===== config.mk =====
export PLATFORM = sky130hd
export DESIGN_NAME = ising_axil_loader
export DESIGN_NICKNAME = d
export VERILOG_FILES = /design/src/rtl/ising_axil_loader.sv
export SDC_FILE = /design/constraint.sdc
export NUM_CORES = 1
export LEC_CHECK = 0
export ABC_AREA = 1
export CORE_ASPECT_RATIO = 1.4
export CORE_MARGIN = 1.5
export CORE_UTILIZATION = 40
export DETAILED_ROUTE_END_ITERATION = 10
export PLACE_DENSITY = 0.73
export SLEW_MARGIN = 10
export SYNTH_ARGS = -nofsm -noshare
export SYNTH_HDL_FRONTEND = slang
export SYNTH_SLANG_ARGS = --single-unit

===== constraint.sdc =====
create_clock -name aclk -period 1.7 [get_ports aclk]
set_input_delay 0.51 -clock aclk [delete_from_list [all_inputs] [get_ports aclk]]
set_output_delay 0.51 -clock aclk [all_outputs]
set_load 0.01 [all_outputs]

===== src/rtl/ising_axil_loader.sv =====
// -----------------------------------------------------------------------------
// ising_axil_loader
//
// AXI4-Lite slave that programs the 8x8 recurrent Ising sampler core and
// reads its results back. Data words written to the weight/noise/threshold
// offsets are streamed into the core memories at (row register, auto-
// incrementing column). Control offsets generate one-cycle clear/start pulses;
// read offsets return the packed spin state and a status word.
//
// Register map (byte offsets, addr[1:0] ignored):
//   0x00 W  weight data word     -> mem_sel = 0
//   0x04 W  noise data word      -> mem_sel = 1
//   0x08 W  threshold data word  -> mem_sel = 2
//   0x0C W  row register (col reset to 0) / R core_spins
//   0x10 R  status {27'b0, core_busy, core_done, start_drop, ovf, col_full}
//   0x14 W  bit0=1: start pulse (dropped and flagged while core_busy)
//   0x3C W  bit0=1: clear pulse, col/ovf/start_drop cleared
//
// Ports:
//   aclk, aresetn          clock, asynchronous active-low reset
//   s_axi_aw*/w*/b*        AXI4-Lite write address/data/response channels
//   s_axi_ar*/r*           AXI4-Lite read address/data channels
//   mem_we/sel/row/col/wdata  one-cycle memory write toward the core
//   clear_pulse/start_pulse   one-cycle core controls
//   core_busy/done/spins      core status and result inputs
//
// Build option:
//   ISING_AXIL_SLVERR_EN  when defined, unmapped accesses and overflowing data
//                         writes answer SLVERR; otherwise every response is OKAY.
// -----------------------------------------------------------------------------
module ising_axil_loader #(
  parameter int C_ADDR_WIDTH = 6,
  parameter int C_DATA_WIDTH = 32,
  parameter int N_COL        = 8,
  parameter int ROW_W        = 11
) (
  input  logic                    aclk,
  input  logic                    aresetn,
  // write address
  input  logic [C_ADDR_WIDTH-1:0] s_axi_awaddr,
  input  logic                    s_axi_awvalid,
  output logic                    s_axi_awready,
  // write data
  input  logic [C_DATA_WIDTH-1:0] s_axi_wdata,
  input  logic [3:0]              s_axi_wstrb,
  input  logic                    s_axi_wvalid,
  output logic                    s_axi_wready,
  // write response
  output logic [1:0]              s_axi_bresp,
  output logic                    s_axi_bvalid,
  input  logic                    s_axi_bready,
  // read address
  input  logic [C_ADDR_WIDTH-1:0] s_axi_araddr,
  input  logic                    s_axi_arvalid,
  output logic                    s_axi_arready,
  // read data
  output logic [C_DATA_WIDTH-1:0] s_axi_rdata,
  output logic [1:0]              s_axi_rresp,
  output logic                    s_axi_rvalid,
  input  logic                    s_axi_rready,
  // core memory write port
  output logic                    mem_we,
  output logic [1:0]              mem_sel,
  output logic [ROW_W-1:0]        mem_row,
  output logic [2:0]              mem_col,
  output logic [C_DATA_WIDTH-1:0] mem_wdata,
  // core control / status
  output logic                    clear_pulse,
  output logic                    start_pulse,
  input  logic                    core_busy,
  input  logic                    core_done,
  input  logic [31:0]             core_spins
);

  localparam int COL_W = $clog2(N_COL + 1);
  localparam logic [COL_W-1:0] COL_FULL = COL_W'(N_COL);

  localparam logic [1:0] RESP_OKAY   = 2'b00;
  localparam logic [1:0] RESP_SLVERR = 2'b10;

  // Word offsets (byte offset >> 2)
  localparam logic [3:0] WO_WEIGHT = 4'h0;
  localparam logic [3:0] WO_NOISE  = 4'h1;
  localparam logic [3:0] WO_THRESH = 4'h2;
  localparam logic [3:0] WO_ROW    = 4'h3;  // write: row, read: spins
  localparam logic [3:0] WO_STATUS = 4'h4;
  localparam logic [3:0] WO_START  = 4'h5;
  localparam logic [3:0] WO_CLEAR  = 4'hF;

  typedef enum logic {W_IDLE, W_RESP} w_state_e;

  // ---------------------------------------------------------------------------
  // State
  // ---------------------------------------------------------------------------
  w_state_e                w_state_q, w_state_d;
  logic                    rst_done_q;
  logic                    aw_held_q, aw_held_d;
  logic [3:0]              aw_word_q, aw_word_d;
  logic                    w_held_q, w_held_d;
  logic [C_DATA_WIDTH-1:0] wdata_q, wdata_d;
  logic [1:0]              bresp_q, bresp_d;

  logic [ROW_W-1:0]        row_q, row_d;
  logic [COL_W-1:0]        col_q, col_d;
  logic                    ovf_q, ovf_d;
  logic                    start_drop_q, start_drop_d;

  logic                    mem_we_q, mem_we_d;
  logic [1:0]              mem_sel_q, mem_sel_d;
  logic [2:0]              mem_col_q, mem_col_d;
  logic [C_DATA_WIDTH-1:0] mem_wdata_q, mem_wdata_d;
  logic                    clear_pulse_q, clear_pulse_d;
  logic                    start_pulse_q, start_pulse_d;

  logic                    rvalid_q, rvalid_d;
  logic [C_DATA_WIDTH-1:0] rdata_q, rdata_d;
  logic [1:0]              rresp_q, rresp_d;

  logic commit;
  logic wr_err;
  logic rd_err;
  logic ar_fire;
  logic col_full;
  logic [3:0] ar_word;

  // Address bits [1:0] and the byte strobes carry no meaning here.
  logic unused_ok;
  assign unused_ok = &{1'b0, s_axi_wstrb, s_axi_awaddr[1:0], s_axi_araddr[1:0]};

  assign col_full = (col_q == COL_FULL);
  assign ar_word  = s_axi_araddr[5:2];

  // ---------------------------------------------------------------------------
  // Write FSM: state register
  // ---------------------------------------------------------------------------
  // NOTE: sequential state uses non-blocking assignments so every flop samples
  // the pre-edge value of every other flop, independent of process order.
  always_ff @(posedge aclk or negedge aresetn) begin
    if (!aresetn) begin
      w_state_q <= W_IDLE;
    end else begin
      w_state_q <= w_state_d;
    end
  end

  // Write FSM: next state. A write commits on the cycle both halves are held.
  always_comb begin
    w_state_d = w_state_q;
    case (w_state_q)
      W_IDLE:  if (aw_held_q && w_held_q) w_state_d = W_RESP;
      W_RESP:  if (s_axi_bready)          w_state_d = W_IDLE;
      default: w_state_d = W_IDLE;
    endcase
  end

  // Write FSM: outputs. Each channel stops accepting once its half is held,
  // and both stay closed until the response handshake.
  always_comb begin
    s_axi_awready = rst_done_q && (w_state_q == W_IDLE) && !aw_held_q;
    s_axi_wready  = rst_done_q && (w_state_q == W_IDLE) && !w_held_q;
    s_axi_bvalid  = (w_state_q == W_RESP);
  end

  assign commit = (w_state_q == W_IDLE) && aw_held_q && w_held_q;

  // ---------------------------------------------------------------------------
  // Write channel capture and commit datapath
  // ---------------------------------------------------------------------------
  // NOTE: every signal driven in an always_comb gets a default first, so no
  // path leaves it unassigned and no latch is inferred.
  always_comb begin
    aw_held_d     = aw_held_q;
    aw_word_d     = aw_word_q;
    w_held_d      = w_held_q;
    wdata_d       = wdata_q;
    bresp_d       = bresp_q;
    row_d         = row_q;
    col_d         = col_q;
    ovf_d         = ovf_q;
    start_drop_d  = start_drop_q;
    mem_we_d      = 1'b0;
    mem_sel_d     = mem_sel_q;
    mem_col_d     = mem_col_q;
    mem_wdata_d   = mem_wdata_q;
    clear_pulse_d = 1'b0;
    start_pulse_d = 1'b0;
    wr_err        = 1'b0;

    if (s_axi_awvalid && s_axi_awready) begin
      aw_held_d = 1'b1;
      aw_word_d = s_axi_awaddr[5:2];
    end
    if (s_axi_wvalid && s_axi_wready) begin
      w_held_d = 1'b1;
      wdata_d  = s_axi_wdata;
    end

    if (commit) begin
      aw_held_d = 1'b0;
      w_held_d  = 1'b0;
      case (aw_word_q)
        WO_WEIGHT, WO_NOISE, WO_THRESH: begin
          if (!col_full) begin
            mem_we_d    = 1'b1;
            mem_sel_d   = aw_word_q[1:0];
            mem_col_d   = col_q[2:0];
            mem_wdata_d = wdata_q;
            col_d       = col_q + COL_W'(1);
          end else begin
            ovf_d  = 1'b1;
            wr_err = 1'b1;
          end
        end
        WO_ROW: begin
          row_d = wdata_q[ROW_W-1:0];
          col_d = '0;
        end
        WO_START: begin
          if (wdata_q[0]) begin
            if (!core_busy) start_pulse_d = 1'b1;
            else            start_drop_d  = 1'b1;
          end
        end
        WO_CLEAR: begin
          if (wdata_q[0]) begin
            clear_pulse_d = 1'b1;
            col_d         = '0;
            ovf_d         = 1'b0;
            start_drop_d  = 1'b0;
          end
        end
        default: wr_err = 1'b1;
      endcase
`ifdef ISING_AXIL_SLVERR_EN
      bresp_d = wr_err ? RESP_SLVERR : RESP_OKAY;
`else
      bresp_d = RESP_OKAY;
`endif
    end
  end

  // ---------------------------------------------------------------------------
  // Read channel: registered data, one read in flight
  // ---------------------------------------------------------------------------
  assign ar_fire = s_axi_arvalid && s_axi_arready;

  always_comb begin
    rvalid_d = rvalid_q;
    rdata_d  = rdata_q;
    rresp_d  = rresp_q;
    rd_err   = 1'b0;
    if (ar_fire) begin
      rvalid_d = 1'b1;
      case (ar_word)
        WO_ROW:    rdata_d = core_spins;
        WO_STATUS: rdata_d = {{(C_DATA_WIDTH-5){1'b0}}, core_busy, core_done,
                              start_drop_q, ovf_q, col_full};
        default: begin
          rdata_d = '0;
          rd_err  = 1'b1;
        end
      endcase
`ifdef ISING_AXIL_SLVERR_EN
      rresp_d = rd_err ? RESP_SLVERR : RESP_OKAY;
`else
      rresp_d = RESP_OKAY;
`endif
    end else if (s_axi_rready) begin
      rvalid_d = 1'b0;
    end
  end

  // ---------------------------------------------------------------------------
  // Registers
  // ---------------------------------------------------------------------------
  always_ff @(posedge aclk or negedge aresetn) begin
    if (!aresetn) begin
      rst_done_q    <= 1'b0;
      aw_held_q     <= 1'b0;
      aw_word_q     <= '0;
      w_held_q      <= 1'b0;
      wdata_q       <= '0;
      bresp_q       <= RESP_OKAY;
      row_q         <= '0;
      col_q         <= '0;
      ovf_q         <= 1'b0;
      start_drop_q  <= 1'b0;
      mem_we_q      <= 1'b0;
      mem_sel_q     <= '0;
      mem_col_q     <= '0;
      mem_wdata_q   <= '0;
      clear_pulse_q <= 1'b0;
      start_pulse_q <= 1'b0;
      rvalid_q      <= 1'b0;
      rdata_q       <= '0;
      rresp_q       <= RESP_OKAY;
    end else begin
      // Holds the ready outputs low while reset is asserted and opens them on
      // the first clock edge after release.
      rst_done_q    <= 1'b1;
      aw_held_q     <= aw_held_d;
      aw_word_q     <= aw_word_d;
      w_held_q      <= w_held_d;
      wdata_q       <= wdata_d;
      bresp_q       <= bresp_d;
      row_q         <= row_d;
      col_q         <= col_d;
      ovf_q         <= ovf_d;
      start_drop_q  <= start_drop_d;
      mem_we_q      <= mem_we_d;
      mem_sel_q     <= mem_sel_d;
      mem_col_q     <= mem_col_d;
      mem_wdata_q   <= mem_wdata_d;
      clear_pulse_q <= clear_pulse_d;
      start_pulse_q <= start_pulse_d;
      rvalid_q      <= rvalid_d;
      rdata_q       <= rdata_d;
      rresp_q       <= rresp_d;
    end
  end

  // ---------------------------------------------------------------------------
  // Outputs
  // ---------------------------------------------------------------------------
  assign s_axi_bresp   = bresp_q;
  assign s_axi_arready = rst_done_q && !rvalid_q;
  assign s_axi_rvalid  = rvalid_q;
  assign s_axi_rdata   = rdata_q;
  assign s_axi_rresp   = rresp_q;

  assign mem_we      = mem_we_q;
  assign mem_sel     = mem_sel_q;
  assign mem_row     = row_q;
  assign mem_col     = mem_col_q;
  assign mem_wdata   = mem_wdata_q;
  assign clear_pulse = clear_pulse_q;
  assign start_pulse = start_pulse_q;

endmodule


==> summary.md <==
| Metric | Value |
|---|---|
| Worst setup EP type | `output pin` |
| Sequential power share | `0.400` |
| Critical-path maximum fanout | `2` |
| Vias in the first global route | `between 4000 and 5000` |
| Final Skew | `0.00875 ns` |
| Ys Warns | `0` |
| Initial antenna violation count | `1` |
| IO Count | `about 180` |
| Cell taking the most area after synthesis | `dfrtp_1` |
| Pleak | `4.22 nW` |
| Critical Path RT | `between 1 and 1.5 ns` |
| Multi-input logic area | `approximately 0.0017 mm2` |
| Synth Area in Adders | `0.00479` |
| Top_reg_cell synth | `dfrtp_1` |
| Final period util | `1.01` |
| Async set-reset flop share out of synthesis | `1.00` |
| Synthesized flop and latch total | `130` |
| Switching Power | `0.00386 W` |
| Worst vdd ir | `0.833 mV` |
| Grt ovf | `0` |
| Layout Cells excl Fill | `930` |
| Post-synth EDFFs | `0` |
| Clock sinks | `130` |
| Unrepaired setup endpoints after global routing | `yes` |
| Root buf cell | `clkbuf_16` |
| Net Sw Frac | `0.324` |
| # setup viols final | `2` |
| Mux cell area share after synthesis | `0` |
| Cell count after synthesis | `between 500 and 600` |
| HPWL Detailed | `between 9000 and 10000 um` |
| Status | `finished, violations left` |
| First-pass GRT wire length | `approximately 21000 um` |
| Worst setup margin | `-0.0107 ns` |
| Register area share after synthesis | `0.623` |
| Final net count | `between 800 and 900` |
| I/O Buffers | `168` |
| FF/Latch Area | `0.00325 mm2` |
| DR vias/cell | `approximately 4.7` |
| Filler cell count | `approximately 1200` |
| Initial core utilization | `0.407` |
| Inst Count DP | `between 800 and 900` |
| CTS H-tree lvls | `4` |
| Gr usage total | `0.192` |
| Clock power share | `0.315` |
| Die Ht | `roughly 140 um` |
| Worst Path Arrival | `between 1 and 1.5 ns` |
| Share of the synthesized area in the top cell type | `0.623` |
| Crit path time final | `about 1.7 ns` |
| Most frequent cells in the layout | `nand2_1 (257), dfrtp_1 (130), dlygate4sd2_1 (84), clkdlybuf4s50_1 (79), nand3_1 (40)` |
| Logic pwr share | `0.285` |
| Largest net degree at the start of global routing | `41` |
| DRC | `0` |
| Internal power | `~0.0080 W` |
| Routed WL | `around 13000 um` |
| Crit start category | `flip-flop` |
| FP Rows | `slightly below 50` |
| Largest family of logic cells by synthesized area | `simple AND/OR/NAND/NOR gates` |
| Final Max Tran Viols | `0` |
| XOR/XNOR Fraction of Synth Area | `0.00168` |
| Hold WC Path Type | `in -> async` |
| Endpoints failing hold | `0` |
| TritonCTS clock tree | `yes` |
| Synth-to-layout area growth | `47.7%` |
| Core area | `0.0128 mm2` |
| Failing checks | `setup timing` |
| Number of antenna diodes | `0` |
| Proportion of layout cells with a drive suffix above 1 | `0.102` |
| Max Root-Sink Buffers | `2` |
| CTS clk-pin slew, worst paths | `about 0.060 ns` |
| Synth top area cells | `dfrtp_1 (62%), nand2_1 (18%), nand3_1 (3.8%)` |
| Kind of critical path | `reg -> out` |
| Post-Syn Area | `0.00522 mm2` |
| # hold bufs at CTS | `0` |
| Mean area per synthesized cell | `between 9 and 10 um2` |
| Fmax | `between 0.5 and 0.6 GHz` |
| Routability cong. | `a little over 0.8` |
| Distinct cells, synth | `27` |
| Total negative setup slack | `-0.0181 ns` |
| Synth Area in Simple Gates | `0.266` |
| TritonCTS buffer count | `17` |
| First-pass DRT Iterations | `4` |
| Number of max-cap violations | `0` |
| Die ar. | `~0.014 mm2` |
| Antenna Violating Nets Remaining | `0` |
| Avg WL per Cell | `roughly 14 um` |
| Die Span X | `approximately 100 um` |
| Compound-Gate Fraction of Synth Area | `0.0439` |
| Clk_lat worst skew | `around 0.41 ns` |
| DRT iter0 DRCs | `200` |
| Via count | `between 4000 and 5000` |
| Power density over cell area | `about 1500 mW/mm2` |
| Most common cell after layout, fill and taps aside | `nand2_1` |
[cells in the mapped netlist (2+ instances only)]
cell type  number
clkbuf_1        4
o21ai_1        20
nor2_4          2
buf_2          10
ha_1            2
nand3_2         3
nand3_1        40
nor2_2          3
conb_1          2
nand2_2         2
dfrtp_1       130
inv_1          30
buf_6           5
buf_4           8
nor2_1         22
o21ai_0         9
nand2_1       257
nand4_1         2
a21oi_1        15
nor3_1          2
[per-stage QoR]
step | util | hold slack (ns) | setup WS (ns) | power [W] | instance area, um2
6_report | 0.602 | 0.000217 | -0.0107 | 0.0119 | 7710
5_1_grt | 0.602 | 0.00758 | -0.0823 | 0.0127 | 7710
4_1_cts | 0.601 | 0.000668 | -0.0406 | 0.0120 | 7700
3_5_place_dp | 0.560 | 0.437 | -0.0384 | 0.00858 | 7170
3_3_place_gp | 0.560 | 0.435 | -0.0513 | 0.00843 | 7170
2_1_floorplan | - | 0.214 | 0.236 | 0.00654 | 5230
[critical path, cell delays in order, from the launching register on]
cell and delay, ns:
dfrtp_1 0.39, buf_6 0.13, nor3_4 0.14, buf_6 0.14
[cells by family (layout without fill, tap and decap cells)]
| group | after synthesis | in the layout |
|---|---|---|
| AND/OR/NAND/NOR | 336 | 336 |
| flip-flops | 130 | 130 |
| buffers and inverters | 59 | 258 |
| AO/OA/AOI/OAI | 45 | 45 |
| adder cells (fa/ha/maj) | 2 | 2 |
| other | 2 | 5 |
| XOR/XNOR | 1 | 1 |
[power groups by stage]
stage                     Sequential (W)  Clock [W]  Combinational [W]
after floorplan                  0.00500          0            0.00154
after global placement           0.00478          0            0.00365
after detailed placement         0.00482          0            0.00376
after CTS                        0.00477    0.00384            0.00343
after global routing             0.00488    0.00398            0.00381
final                            0.00475    0.00375            0.00340
[per-layer routing]
| layer | track usage | up-vias | part of all wire |
|---|---|---|---|
| li1 | - | 2169 | - |
| met1 | 0.236 | 2049 | 0.41 |
| met2 | 0.326 | 165 | 0.51 |
| met3 | 0.0602 | 8 | 0.067 |
| met4 | 0.0541 | 0 | 0.010 |
| met5 | 0 | - | 0 |
[layout make-up]
cell class / count / area share
Clock inverter: 13 / 0.0226
Tap cell: 153 / 0.0248
Sequential cell: 130 / 0.422
Clock buffer: 19 / 0.0574
Inverter: 32 / 0.0162
Multi-Input combinational cell: 389 / 0.219
Timing Repair Buffer: 194 / 0.238
[what timing repair did]
| item | in CTS | in global routing |
|---|---|---|
| gates cloned | 0 | 0 |
| buffers inserted | 2 | 1 |
| pin swaps | 2 | 0 |
| resized for setup | 105 | 1 |
| endpoints found under the setup margin | 88 | 36 |
[registers in the layout, summed over array words and instances (netlist names)]
signal and cells:
mem_row 11, aw_word_q 4, aw_held_q 1, start_drop_q 1, start_pulse 1, mem_we 1, mem_wdata 32, rst_done_q 1
s_axi_rvalid 1, clear_pulse 1, mem_col 3, s_axi_bvalid 1, mem_sel 2, wdata_q 32, ovf_q 1, s_axi_rdata 32
w_held_q 1, col_q 4
[final timing paths]
| check | from | endpoint | slack, ns | cells after the start |
|---|---|---|---|---|
| max | s_axi_bvalid | s_axi_wready | -0.01 | 3 |
| min | aresetn | s_axi_rdata[5] | 0.0002 | 1 |
| max reg2reg | col_q[1] | mem_wdata[27] | 0.13 | 9 |
| min reg2reg | wdata_q[21] | mem_wdata[21] | 0.47 | 2 |
| max in group asynchronous | aresetn | mem_wdata[31] | 1.14 | 2 |
| min in group aclk | wdata_q[21] | mem_wdata[21] | 0.47 | 2 |
(Power assumes the default switching activity.)
